## src/rtl/conv_tile_sched_if.sv

```systemverilog
// conv_tile_sched_if: scheduler control bus (x load handshake, memory addresses/enables, y drain handshake)
interface conv_tile_sched_if #(
  parameter int SIZE_X = 96,
  parameter int SIZE_F = 65,
  parameter int P = 4
);
  localparam int CONV_POINTS = SIZE_X - SIZE_F + 1;
  localparam int TILES = (CONV_POINTS + P - 1) / P;
  localparam int XW = $clog2(SIZE_X);
  localparam int FW = $clog2(SIZE_F);
  localparam int YW = TILES > 1 ? $clog2(TILES) : 1;
  localparam int LW = P > 1 ? $clog2(P) : 1;
  logic x_valid, x_ready, x_wr_en;
  logic [XW-1:0] x_addr;
  logic [FW-1:0] f_addr;
  logic mac_clear, mac_en, y_wr_en;
  logic [YW-1:0] y_addr;
  logic [LW-1:0] y_sel;
  logic y_valid, y_ready, frame_done;
  modport master (
    input x_valid, y_ready,
    output x_ready, x_wr_en, x_addr, f_addr, mac_clear, mac_en, y_wr_en, y_addr, y_sel, y_valid, frame_done
  );
  modport slave (
    output x_valid, y_ready,
    input x_ready, x_wr_en, x_addr, f_addr, mac_clear, mac_en, y_wr_en, y_addr, y_sel, y_valid, frame_done
  );
endinterface

```

## src/rtl/conv_tile_sched.sv

```systemverilog
// conv_tile_sched: load/compute/drain sequencer for the P-lane convolution datapath
module conv_tile_sched #(
  parameter int SIZE_X = 96,
  parameter int SIZE_F = 65,
  parameter int P = 4,
  parameter int MAC_LAT = 3
) (
  input logic clk,
  input logic reset,
  conv_tile_sched_if.master bus
);
  localparam int CONV_POINTS = SIZE_X - SIZE_F + 1;
  localparam int TILES = (CONV_POINTS + P - 1) / P;
  localparam int XW = $clog2(SIZE_X);
  localparam int FW = $clog2(SIZE_F);
  localparam int YW = TILES > 1 ? $clog2(TILES) : 1;
  localparam int LW = P > 1 ? $clog2(P) : 1;
  localparam int CW = MAC_LAT > 0 ? $clog2(MAC_LAT + 1) : 1;
  localparam int LAST_LANE = (CONV_POINTS - 1) % P;
  typedef enum logic [2:0] {LOAD, CLEAR, ACC, FLUSH, WRITE, DRAIN} state_t;
  state_t state, state_n;
  logic [XW-1:0] k;
  logic [FW-1:0] j;
  logic [CW-1:0] c;
  logic [YW-1:0] t;
  logic [LW-1:0] lane;
  logic x_rdy, mac_q, y_vld, x_hs, y_hs, last_hs;
  always_comb begin
    x_hs = bus.x_valid & x_rdy;
    y_hs = y_vld & bus.y_ready;
    last_hs = y_hs && t == YW'(TILES - 1) && lane == LW'(LAST_LANE);
    state_n = state;
    case (state)
      LOAD: state_n = x_hs && k == XW'(SIZE_X - 1) ? CLEAR : LOAD;
      CLEAR: state_n = ACC;
      ACC: state_n = j == FW'(SIZE_F - 1) ? FLUSH : ACC;
      FLUSH: state_n = c == CW'(MAC_LAT) ? WRITE : FLUSH;
      WRITE: state_n = t == YW'(TILES - 1) ? DRAIN : CLEAR;
      DRAIN: state_n = last_hs ? LOAD : DRAIN;
      default: state_n = LOAD;
    endcase
    bus.x_ready = x_rdy;
    bus.x_wr_en = x_hs;
    bus.x_addr = state == LOAD ? k : state == ACC ? XW'(int'(t) * P + int'(j)) : '0;
    bus.f_addr = state == ACC ? j : '0;
    bus.mac_clear = state == CLEAR;
    bus.mac_en = mac_q;
    bus.y_wr_en = state == WRITE;
    bus.y_addr = state == WRITE || state == DRAIN ? t : '0;
    bus.y_sel = state == DRAIN ? lane : '0;
    bus.y_valid = y_vld;
    bus.frame_done = last_hs;
  end
  always_ff @(posedge clk or negedge reset)
    if (!reset) begin
      state <= LOAD;
      k <= '0;
      j <= '0;
      c <= '0;
      t <= '0;
      lane <= '0;
      x_rdy <= 1'b0;
      mac_q <= 1'b0;
      y_vld <= 1'b0;
    end else begin
      state <= state_n;
      x_rdy <= state_n == LOAD;
      mac_q <= state == ACC;
      y_vld <= state == DRAIN && !y_hs;
      k <= state_n == LOAD ? k + XW'(x_hs) : '0;
      j <= state == ACC && state_n == ACC ? j + FW'(1) : '0;
      c <= state == FLUSH && state_n == FLUSH ? c + CW'(1) : '0;
      t <= state == WRITE ? (state_n == DRAIN ? '0 : t + YW'(1)) :
           state == DRAIN ? (last_hs ? '0 : t + YW'(y_hs && lane == LW'(P - 1))) : t;
      lane <= state == DRAIN && y_hs && lane != LW'(P - 1) ? lane + LW'(1) :
              state == DRAIN && !y_hs ? lane : '0;
    end
endmodule

```

## src/flat_wrapper.sv

```systemverilog
// flat-port wrapper written by rule: the top's interface ports become plain ports
module conv_tile_sched_flat 
#(
  parameter int SIZE_X = 96,
  parameter int SIZE_F = 65,
  parameter int P = 4,
  parameter int MAC_LAT = 3
)
  (clk, reset, bus_x_valid, bus_y_ready, bus_x_ready, bus_x_wr_en, bus_x_addr, bus_f_addr, bus_mac_clear, bus_mac_en, bus_y_wr_en, bus_y_addr, bus_y_sel, bus_y_valid, bus_frame_done);
  conv_tile_sched_if #(.SIZE_X(SIZE_X), .SIZE_F(SIZE_F), .P(P)) bus_i ();
  input logic clk;
  input logic reset;
  input wire logic [$bits(bus_i.x_valid)-1:0] bus_x_valid;
  input wire logic [$bits(bus_i.y_ready)-1:0] bus_y_ready;
  output wire logic [$bits(bus_i.x_ready)-1:0] bus_x_ready;
  output wire logic [$bits(bus_i.x_wr_en)-1:0] bus_x_wr_en;
  output wire logic [$bits(bus_i.x_addr)-1:0] bus_x_addr;
  output wire logic [$bits(bus_i.f_addr)-1:0] bus_f_addr;
  output wire logic [$bits(bus_i.mac_clear)-1:0] bus_mac_clear;
  output wire logic [$bits(bus_i.mac_en)-1:0] bus_mac_en;
  output wire logic [$bits(bus_i.y_wr_en)-1:0] bus_y_wr_en;
  output wire logic [$bits(bus_i.y_addr)-1:0] bus_y_addr;
  output wire logic [$bits(bus_i.y_sel)-1:0] bus_y_sel;
  output wire logic [$bits(bus_i.y_valid)-1:0] bus_y_valid;
  output wire logic [$bits(bus_i.frame_done)-1:0] bus_frame_done;
  assign bus_i.x_valid = bus_x_valid;
  assign bus_i.y_ready = bus_y_ready;
  assign bus_x_ready = bus_i.x_ready;
  assign bus_x_wr_en = bus_i.x_wr_en;
  assign bus_x_addr = bus_i.x_addr;
  assign bus_f_addr = bus_i.f_addr;
  assign bus_mac_clear = bus_i.mac_clear;
  assign bus_mac_en = bus_i.mac_en;
  assign bus_y_wr_en = bus_i.y_wr_en;
  assign bus_y_addr = bus_i.y_addr;
  assign bus_y_sel = bus_i.y_sel;
  assign bus_y_valid = bus_i.y_valid;
  assign bus_frame_done = bus_i.frame_done;
  conv_tile_sched #(.SIZE_X(SIZE_X), .SIZE_F(SIZE_F), .P(P), .MAC_LAT(MAC_LAT)) u_core (.clk(clk), .reset(reset), .bus(bus_i));
endmodule
```

## config.mk

```make
export PLATFORM = sky130hd
export DESIGN_NAME = conv_tile_sched_flat
export DESIGN_NICKNAME = d
export VERILOG_FILES = /design/src/rtl/conv_tile_sched_if.sv /design/src/rtl/conv_tile_sched.sv /design/src/flat_wrapper.sv
export SDC_FILE = /design/constraint.sdc
export NUM_CORES = 1
export LEC_CHECK = 0
export ABC_AREA = 1
export ABC_CLOCK_PERIOD_IN_PS = 2700
export BUFFER_PORTS_ARGS = -buffer_cell sky130_fd_sc_hd__buf_4
export CORE_MARGIN = 10
export CORE_UTILIZATION = 40
export CTS_BUF_LIST = sky130_fd_sc_hd__clkbuf_2 sky130_fd_sc_hd__clkbuf_4 sky130_fd_sc_hd__clkbuf_8
export DETAILED_ROUTE_END_ITERATION = 16
export HOLD_SLACK_MARGIN = 0.05
export PLACE_DENSITY = 0.73
export SLEW_MARGIN = 25
export SYNTH_ARGS = -nofsm -noshare
export SYNTH_HDL_FRONTEND = slang
export SYNTH_SLANG_ARGS = --single-unit
```

## constraint.sdc

```tcl
create_clock -name clk -period 2.7 [get_ports clk]
set_input_delay 0.54 -clock clk [delete_from_list [all_inputs] [get_ports clk]]
set_output_delay 0.54 -clock clk [all_outputs]
set_load 0.02 [all_outputs]
```

==> results.md <==
* Core area at 4000 µm²
* Post-Syn Area at roughly 1600 µm²
* Root buffer cell: clkbuf_8
* Reg2reg end: u_core.k[0]
* Final Hold Fails at 0
* DR WL/cell at 12.8 µm
* R2R depth at 8
* CP endpoint kind: primary output
* H-tree depth at 1
* Starting Density at around 41%
* Fmax at between 300 and 400 MHz
* Outcome: completed
* Yosys cell types at 25
* Seq/Total Area, Yosys at about two fifths
* Die height at 84.1 µm
* # DRC at 0
* Post-Route Utilization at between 40 and 50%
* Yosys warning total at 0
* Ant diodes at 0
* Final setup vio count at 0
* Slowest CP cell: dfrtp_2
* Clock Skews at about 0.0056 ns
* Initial antenna violation count at 0
* Tcrit/Tclk final at 93.7%
* Post-synthesis net count at around 220
* PD cells at ~720 nW/µm²
* Worst Path Arrival at a little under 2 ns
* CTS clk-pin slew, worst paths at 0.10 ns
* Cell Chain, Critical Path: ha_1 -> fa_1 -> nand2_1 -> inv_1 -> o32ai_1 -> buf_4
* Worst setup path startpoint: u_core.j[2]
* CP endpoint: bus_x_addr[4]
* Tot GR Track Use at roughly 10%
* Syn Inst Count at 201
* Synthesized area per cell at 8.18 µm²
* R2R Path Start: u_core.t[1]
* Ys async rst share at 100%
* Clock Sinks at 27
* Startpoint types: flip-flop
* Cell with the most instances after synthesis: nor2_1
* Critical path type: flip-flop to primary output
* Pre-Repair DR Iteration Count at 4
* Max-slew headroom at between 70% and 80%
* Crit path max-delay family: adder cells
* Cell taking the most area after synthesis: dfrtp_1
* Via-per-instance ratio at a little under 5
* CTS Buf Count at 3
* Dpl ws at 0.426 ns
* Core Rows at 23
* Maximum clock insertion buffer count at 2
* ANT nets after route at 0
* Synth area leaders: dfrtp_1 41%, nor2_1 10%, ha_1 9.9%
* Post-synth EDFFs at 0
* RSZ-0062 raised after global routing: no
* Hold slack at between 0.15 and 0.2 ns
* Die ar. at about 7100 µm²
* Hold/Removal Path Class: input pin to asynchronous set/reset pin
* CTS tree: done
* Pin count of the biggest net entering global routing at 28
* Share of layout cells above drive strength 1 at a little over a fifth
* Fin cells at approximately 290
* Max cap viols at 0
* Slowest stage delay, CP at roughly 0.46 ns
* Pleak at about 1.1 nW
* Cell count after placement at 279
* Yosys top cell area share at between 40% and 50%
* Layout area overhead at 20.8%
* Post-detailed-routing wire length at 3.66 mm
* WP buf/inv at 2
* Maximum fanout along the worst path at 6
* Gp weighted congestion at 0.823
* Global route overflow at 0
* I/O pins at 30
* FF-to-FF setup slack at about 0.82 ns
* Max-slew violation count at 0
* Buffers on Ports at 29
* Post-Route Setup TNS at 0 ns
* Starting DRT DRC Count at 63
* #FFs+latches synth at 27
* DIE WIDTH at about 84 µm
* Req. time, crit path at around 2.2 ns
* Vias in the first global route at about 1400
* Nets@finish at ~250
* Fin crit period at 2.53 ns
* Detailed Place HPWL at roughly 2.9 mm
* Synth cell count leaders: 44 x nor2_1, 37 x inv_1, 27 x dfrtp_1, 20 x nand2_1, 13 x ha_1
* First-pass GRT wire length at 6.35 mm
* Top_reg_cell synth: dfrtp_1
* VDD IR max at 0.357 mV
* Fillers at 401
* Critical path depth at 6
* Via count at roughly 1400
* Worst skew pair latency at approximately 0.28 ns
* Least-Margin Pin Slew at ~0.44 ns
* Final WS setup at 0.170 ns
* CTS Hold Bufs at 0
[flip-flops by register name (all words and copies together), names as in the netlist]
register	flops
u_core.bus.mac_en	1
u_core.bus.x_ready	1
u_core.bus.y_valid	1
u_core.c	2
u_core.j	7
u_core.k	7
u_core.lane	2
u_core.state	3
u_core.t	3
[cells by family after synthesis]
logic type	share of synthesized area, %
compound gates	6.70
xor+xnor	5.86
fa+ha+maj	11.1
buf+inv	9.21
flops	41.1
simple gates	26.0
[worst min path at each step]
stage	startpoint	end	depth (start not counted)
3_5_place_dp	u_core.c[0]	u_core.c[0]	1
6_report	reset	u_core.j[4]	1
5_1_grt	reset	u_core.k[6]	1
3_3_place_gp	u_core.c[0]	u_core.c[0]	1
2_1_floorplan	reset	u_core.bus.mac_en	0
4_1_cts	reset	u_core.t[1]	1
[timing repair]
item | 4_1_cts | 5_1_grt
setup buffers | 0 | 2
resized for setup | 0 | 3
endpoints found under the setup margin | 0 | 1
[layer usage]
metal	track usage (%)	part of all wire [%]	wire [µm]
met2	18.4	51	1850
met5	0	0	0
met4	3.65	1.3	49
met1	12.2	45	1650
met3	1.56	2.9	105
[layout make-up]
class                           instances  area (µm²)  area share [%]
Tap cell                               50        62.6            3.15
Timing Repair Buffer                   31         233            11.7
Clock buffer                            4        48.8            2.46
Multi-Input combinational cell        134         817            41.1
Inverter                               39         146            7.37
Sequential cell                        27         678            34.2
[worst reg2reg max path: stages, from the launching register on]
cell and delay (ns):
dfrtp_1 0.48, ha_1 0.20, ha_1 0.18, inv_1 0.09, nor2_1 0.19, nor2_1 0.09
nor2_2 0.18, nand4_2 0.26, nor2_1 0.16
[per-stage QoR]
stage	total power, mW	area [µm²]
floorplan	0.953	1640
global placement	1.17	1920
detailed placement	1.18	1920
CTS	1.43	1970
global route	1.55	1990
finish	1.44	1990
[power by group]
| part | internal, mW | switching, mW | total [mW] |
|---|---|---|---|
| Clock | 0.116 | 0.134 | 0.250 |
| Sequential | 0.471 | 0.0818 | 0.553 |
| Combinational | 0.252 | 0.380 | 0.632 |
| Total | 0.840 | 0.595 | 1.44 |
[layout by cell type, fill, tap and decap left out]
cell	netlist	layout
nor3_1	4	4
nand4_2	3	3
nor2_2	2	2
fa_1	1	1
clkbuf_4	0	1
dfrtp_1	27	25
a21oi_1	3	3
dfrtp_2	0	2
nand2_1	20	20
nand4_1	5	5
xnor2_1	4	4
inv_1	37	37
nand3_1	12	12
o21ai_0	3	2
o221ai_1	1	1
a31oi_1	4	4
nand3_2	1	1
a32o_1	2	2
ha_1	13	13
clkbuf_8	0	3
o32ai_1	1	1
xor2_1	7	7
o21ai_1	0	1
nor3_2	1	1
inv_2	2	2
buf_4	0	31
nor2_1	44	44
nand2_2	1	1
a31o_2	2	2
(Power assumes the default switching activity.)
